[src/rtl/dmem_responder.sv]
// Data-memory responder for the MEM stage: one load/store at a time over valid/ready,
// a fixed number of wait states, then a single-cycle registered response.
module dmem_responder #(
    parameter int DEPTH       = 128,
    parameter int ADDR_W      = 7,
    parameter int WAIT_CYCLES = 2
) (
    input  logic        clk,
    input  logic        reset,
    input  logic        req_valid,
    output logic        req_ready,
    input  logic        req_write,
    input  logic [31:0] req_addr,
    input  logic [31:0] req_wdata,
    input  logic [3:0]  req_be,
    output logic        rsp_valid,
    output logic [31:0] rsp_rdata,
    output logic        rsp_err,
    output logic        busy
);

    typedef enum logic [1:0] {
        S_IDLE,
        S_WAIT,
        S_RESP
    } state_t;

    state_t state, next_state;

    logic [7:0]  count;
    logic        lat_write;
    logic [31:0] lat_addr;
    logic [31:0] lat_wdata;
    logic [3:0]  lat_be;

    logic        accept;
    logic        commit;
    logic        c_write;
    logic [31:0] c_addr;
    logic [31:0] c_wdata;
    logic [3:0]  c_be;
    logic        in_range;

    logic [31:0] mem [DEPTH];

    assign accept    = (state == S_IDLE) && req_valid;
    assign req_ready = (state == S_IDLE);
    assign busy      = (state != S_IDLE);

    always_comb begin
        next_state = state;
        case (state)
            S_IDLE: if (req_valid) next_state = (WAIT_CYCLES > 0) ? S_WAIT : S_RESP;
            S_WAIT: if (count == 8'd1) next_state = S_RESP;
            S_RESP: next_state = S_IDLE;
            default: next_state = S_IDLE;
        endcase
    end

    // With zero wait states the commit happens on the accept edge itself,
    // so the request is taken straight from the inputs instead of the latches.
    assign commit   = (next_state == S_RESP) && (state != S_RESP);
    assign c_write  = (state == S_IDLE) ? req_write : lat_write;
    assign c_addr   = (state == S_IDLE) ? req_addr  : lat_addr;
    assign c_wdata  = (state == S_IDLE) ? req_wdata : lat_wdata;
    assign c_be     = (state == S_IDLE) ? req_be    : lat_be;
    assign in_range = c_addr < 32'(DEPTH);

    always_ff @(posedge clk or posedge reset) begin
        if (reset) begin
            state     <= S_IDLE;
            count     <= 8'd0;
            lat_write <= 1'b0;
            lat_addr  <= 32'd0;
            lat_wdata <= 32'd0;
            lat_be    <= 4'd0;
            rsp_valid <= 1'b0;
            rsp_rdata <= 32'd0;
            rsp_err   <= 1'b0;
        end else begin
            state <= next_state;
            if (accept) begin
                lat_write <= req_write;
                lat_addr  <= req_addr;
                lat_wdata <= req_wdata;
                lat_be    <= req_be;
                count     <= 8'(WAIT_CYCLES);
            end else if (state == S_WAIT) begin
                count <= count - 8'd1;
            end
            rsp_valid <= commit;
            rsp_err   <= commit && !in_range;
            if (commit && in_range && !c_write)
                rsp_rdata <= mem[c_addr[ADDR_W-1:0]];
            else
                rsp_rdata <= 32'd0;
        end
    end

    // The array is deliberately outside the reset domain; contents survive reset.
    always_ff @(posedge clk) begin
        if (commit && in_range && c_write) begin
            for (int b = 0; b < 4; b++) begin
                if (c_be[b]) mem[c_addr[ADDR_W-1:0]][8*b +: 8] <= c_wdata[8*b +: 8];
            end
        end
    end

endmodule

[config.mk]
export PLATFORM = sky130hd
export DESIGN_NAME = dmem_responder
export DESIGN_NICKNAME = d
export VERILOG_FILES = /design/src/rtl/dmem_responder.sv
export SDC_FILE = /design/constraint.sdc
export NUM_CORES = 2
export LEC_CHECK = 0
export CORE_MARGIN = 10
export CORE_UTILIZATION = 35
export CTS_CLUSTER_SIZE = 10
export DETAILED_ROUTE_END_ITERATION = 10
export HOLD_SLACK_MARGIN = 0.02
export MAX_ROUTING_LAYER = met4
export PLACE_DENSITY = 0.47
export SLEW_MARGIN = 20
export SYNTH_ARGS = -nofsm -noshare
export SYNTH_HDL_FRONTEND = slang
export SYNTH_SLANG_ARGS = --single-unit
[constraint.sdc]
create_clock -name clk -period 4.9 [get_ports clk]
set_input_delay 0.98 -clock clk [delete_from_list [all_inputs] [get_ports clk]]
set_output_delay 0.98 -clock clk [all_outputs]
set_load 0.005 [all_outputs]
Yosys cells after proc, flatten, opt, wreduce, memory -nomap -nowiden. Memory sizes are Yosys's and may differ from the RTL's. Cells that the tools add are included. Widths: inputs -> output; s select.

$add $sub $neg: 1. Magnitude comparators: 1. Equality and inequality tests: 4. Mux-type cells: 22. Reduce and logical (&&, ||, !) cells: 11.

Operators with widths (number): $mux 32 (3); $lt 32x8->1 const B (1); $mux 8 (2); $mux 1 (13); $eq 8x1->1 const B (1); $sub 8x1->8 const B (1); $logic_and 1x1->1 (6); $mux 2 (2); $mux 4 (1); $pmux 2 s2 (1); $reduce_bool 2->1 (2); $eq 2x1->1 const B (1); $eq 2x2->1 const B (1); $logic_not 1->1 (2); $logic_not 2->1 (1); $ne 2x2->1 const B (1).

Bits in registers: 113. RAM bits: 4096. Input port bits: 72. Output and inout port bits: 36. Word-level logic and storage cells: 49. Memories: 1.

Memories: mem (words 128, width 32, rd ports 1, clocked after Yosys merged registers in 0, wr ports 1, RTL line 44) `logic [31:0] mem [DEPTH];`.

Longest topological paths before layout.
Depth after elaboration: 9. Depth in mapped cells: 13. Gate-level depth less buffers: 9.

Worst setup path before layout. OpenSTA, ideal clock, no wires.

Kind: reg-to-reg. Start point: reg state[1]. End point: mem mem[0][22], data pin. Library setup time: 511 ps. Data arrival time: 3455 ps. Required time: 4389 ps. Path slack: 934 ps. Stages on the path, launching flop included: 10. Path buffers: 5. Period minus slack after synthesis: 3966 ps. Cells stage by stage: dfrtp_1 or2_2 inv_1 buf_4 buf_4 buf_2 buf_1 buf_1 nand2_1 nand2_1.

Longest elaborated chain between the ends: 2.

RTL lines: start, declared (RTL line 28) `state_t state, next_state;`; start signal, assigned (RTL line 81) `state <= next_state;`; $logic_not 2->1; named net req_ready (RTL line 11) `output logic req_ready,`; $mux 32 (RTL line 65) `assign c_wdata = (state == S_IDLE) ? req_wdata : lat_wdata;`; named net c_wdata[22] (RTL line 40) `logic [31:0] c_wdata;`; end, declared (RTL line 44).

The timed path passes the listed nets, and every way through them passes these cells.

Final worst setup path.
Start point: reg state[1]. End point: mem mem[11][1], enable pin.

Longest elaborated chain between the ends: 8. Elaborated cells on any way between the ends: 17. Classes of those cells: 1 x order compare; 3 x eq/ne; 9 x mux; 4 x reduce/logical.

RTL lines: branches (longest 8 deep; another with $lt 32x8->1).

Several ways; the timed one is not identified.

==> run summary <==
status - finished with violations
failing checks - negative setup slack
# port buffers - 107
crit start category - flop
Syn. warnings - 0
final setup violation count - 17
TritonCTS clock tree - yes
Post-Synthesis Cells - 10900
fin area - 190000 µm²
Starting DRT DRC Count - 13200
synthesized cell area - 160000 µm²
Max-Cap Viols - 0
R2R Path Start - state[1]
CTS sink count - 4209
vias in the first global route - 102000
Fmax - 200 MHz
Arrival @ worst endpoint - 5.72 ns
Fin. Hold Viols - 0
worst setup margin - -0.111 ns
Rows - 248
CP endpoint kind - flop
Layout fillers - 41300
first-pass GRT wire length - 849 mm
Final ANT Viol Nets - 0
die height - 696 µm
Die ar. - 484000 µm²
Detail Placement HPWL - 402 mm
worst r2r dst - mem[11][1]
DRT Pass-1 Iters - 8
Slowest-stage cell, CP - nor2_1
area of the core - 456000 µm²
post-synthesis sequential area ratio - 78.7%
Fin Clk Skew - 0.0812 ns
worst reg2reg setup slack - -0.11 ns
via/cell ratio - 5.81
final core utilization - 41.7%
H-tree levels - 5
layout cells sized above 1 - 14.8%
Pwr Total - 70.8 mW
CTS Buf Count - 473
Pleak - 54.6 nW
EDFF count, synth - 4096
grt ovf - 0
Synth cell types - 67
RSZ-0062 raised after global routing - no
worst reg-to-reg path cell count - 9
Initial Util - 35.1%
fin crit period - 5.01 ns
Worst Setup SP - state[1]
crit-path cells - or2_2 > inv_2 > nand3_1 > o21a_4 > nor2_1 > nand2_1 > buf_4 > nor2_1 > buf_4
WL final - 624 mm
Final #Nets - 12000
flops & latches, synth - 4209
Post-synth ARST share - 2.68%
Final Cycle Share - 102%
Slew Viols, Final - 0
Peak supply drop - 335 µV
relative slew slack - 11.6%
RD Place Congestion - 0.901
worst skew pair latency - 1.04 ns
type of the worst min-delay path - in -> async
Post-DP Area - 177000 µm²
critical-path maximum fanout - 19
DRC - 0
initial antenna violation count - 51
Clock transition at path regs - 0.06 ns
final std cells w/o fill - 18200
CTS Root Buffer Type - clkbuf_16
crit-path max cell delay - 1.00 ns
CTS max path bufs - 4
placed cell count - 17400
Critical Path End - mem[11][1]
drt wl/cell - 34.2 µm
crit path kind - reg -> reg
gr usage total - 25.6%
Pwr per Cell Area - 373 nW/µm²
Synth Flop Type - edfxtp_1
Mapped Avg Cell Area - 14.7 µm²
Slew @ Worst Pin - 1.32 ns
largest net degree at the start of global routing - 129
Area growth syn-to-layout - 18.9%
via count - 106000
Die X - 696 µm
syn_nets - 10900
Worst EP required - 5.61 ns
number of top-level pins - 108
==> Yosys cell counts, types with 45 or more instances <==
master       n  area [µm²]
a32oi_1    134        1170
o31ai_1     97         728
mux2i_1    201        2010
nor3_1      68         340
nor2_1     886        3330
clkbuf_1   317        1190
buf_1       82         308
o22ai_1    859        5370
o221ai_1   106         928
buf_2      278        1390
o21ai_0     45         225
nand3_1    489        2450
dfrtp_1    113        2830
edfxtp_1  4096      123000
nand2_1   1969        7390
o41ai_1     53         464
nor4_1     164        1030
a31oi_1    311        1950
a21oi_1    361        1810
==> where the power goes <==
group	internal [mW]	switching, mW
registers	38.9	0
logic	0.0554	0.0596
clock network	17.8	14.0
total	56.8	14.0
==> worst max-delay path: cells and delay by family, from the launching register on <==
family | cells | cell delay (ns)
AO/OA/AOI/OAI | 1 | 0.43
buffers and inverters | 3 | 1.17
flip-flops | 1 | 0.37
AND/OR/NAND/NOR | 5 | 2.61
==> what timing repair did <==
| action | CTS | global route |
|---|---|---|
| setup buffers | 0 | 0 |
| hold buffers | 0 | 0 |
| resized for setup | 1 | 0 |
| endpoints found under the setup margin | 8 | 0 |
==> worst min path at each step <==
stage               slack [ns]       endpoint  depth (start not counted)           from
floorplan                 0.44      lat_write                          2      lat_write
global placement          0.46  lat_wdata[22]                          2  lat_wdata[22]
detailed placement        0.46  lat_wdata[24]                          2  lat_wdata[24]
CTS                       0.41  lat_wdata[16]                          2          reset
global route              0.46  lat_wdata[16]                          2          reset
finish                    0.43   lat_wdata[4]                          2          reset
==> logic make-up after synthesis <==
logic type      after synthesis  synth area share [%]
flops                      4209                  78.7
simple gates               3638                  9.39
compound gates             2079                  8.55
buf+inv                     722                  2.02
mux                         203                  1.28
xor+xnor                      2                0.0110
fa+ha+maj                     2                0.0157
==> cells in the final DEF (no fill, tap or decap), types with 11 or more instances in the layout <==
master,n
a21oi_1,361
a311oi_1,11
a31oi_1,309
a32oi_1,134
a41oi_1,35
buf_12,160
buf_4,1006
clkbuf_1,180
clkbuf_16,476
clkdlybuf4s50_1,107
clkinv_1,17
dfrtp_1,113
diode_2,82
edfxtp_1,4096
mux2i_1,200
nand2_1,1911
nand2_2,14
nand2_4,44
nand3_1,489
nor2_1,878
nor2b_1,11
nor3_1,68
nor4_1,162
o21ai_0,44
o221ai_1,106
o22ai_1,859
o31ai_1,96
o41ai_1,52
or4_1,11
==> layout make-up <==
| type | count | area [µm²] | share of cell area [%] |
|---|---|---|---|
| antenna | 82 | 205 | 0.108 |
| clock inverter | 51 | 598 | 0.315 |
| tap | 6000 | 7510 | 3.95 |
| sequential | 4209 | 126000 | 66.2 |
| multi-input combinational | 5924 | 31400 | 16.5 |
| clock buffer | 663 | 12700 | 6.67 |
| inverter | 8 | 35.0 | 0.0184 |
| timing repair buffer | 1275 | 11900 | 6.24 |
==> routing by layer <==
| layer | routed length [µm] | share of wire (%) | GRT usage (%) | up-vias |
|---|---|---|---|---|
| met5 | 0 | 0 | - | - |
| met4 | 32700 | 5.2 | 11.5 | 0 |
| met3 | 56700 | 9.1 | 5.29 | 1219 |
| met2 | 283000 | 45 | 38.8 | 5565 |
| met1 | 251000 | 40 | 33.4 | 55100 |
| li1 | - | - | - | 44000 |
==> state kept, by name, indices dropped and copies added, names as in the netlist <==
register / count
mem: 4096
rsp_err: 1
lat_addr: 32
rsp_valid: 1
lat_wdata: 32
lat_be: 4
count: 8
lat_write: 1
state: 2
rsp_rdata: 32
==> metrics by stage <==
stage,TNS (ns),hold slack [ns],setup WS (ns)
6_report,-1.25,0.435,-0.111
5_1_grt,0,0.464,0.0399
4_1_cts,0,0.408,0.207
3_5_place_dp,-19.98,0.462,-0.652
3_3_place_gp,-72.56,0.458,-1.10
2_1_floorplan,0,0.445,0.933
(Power assumes the default switching activity.)
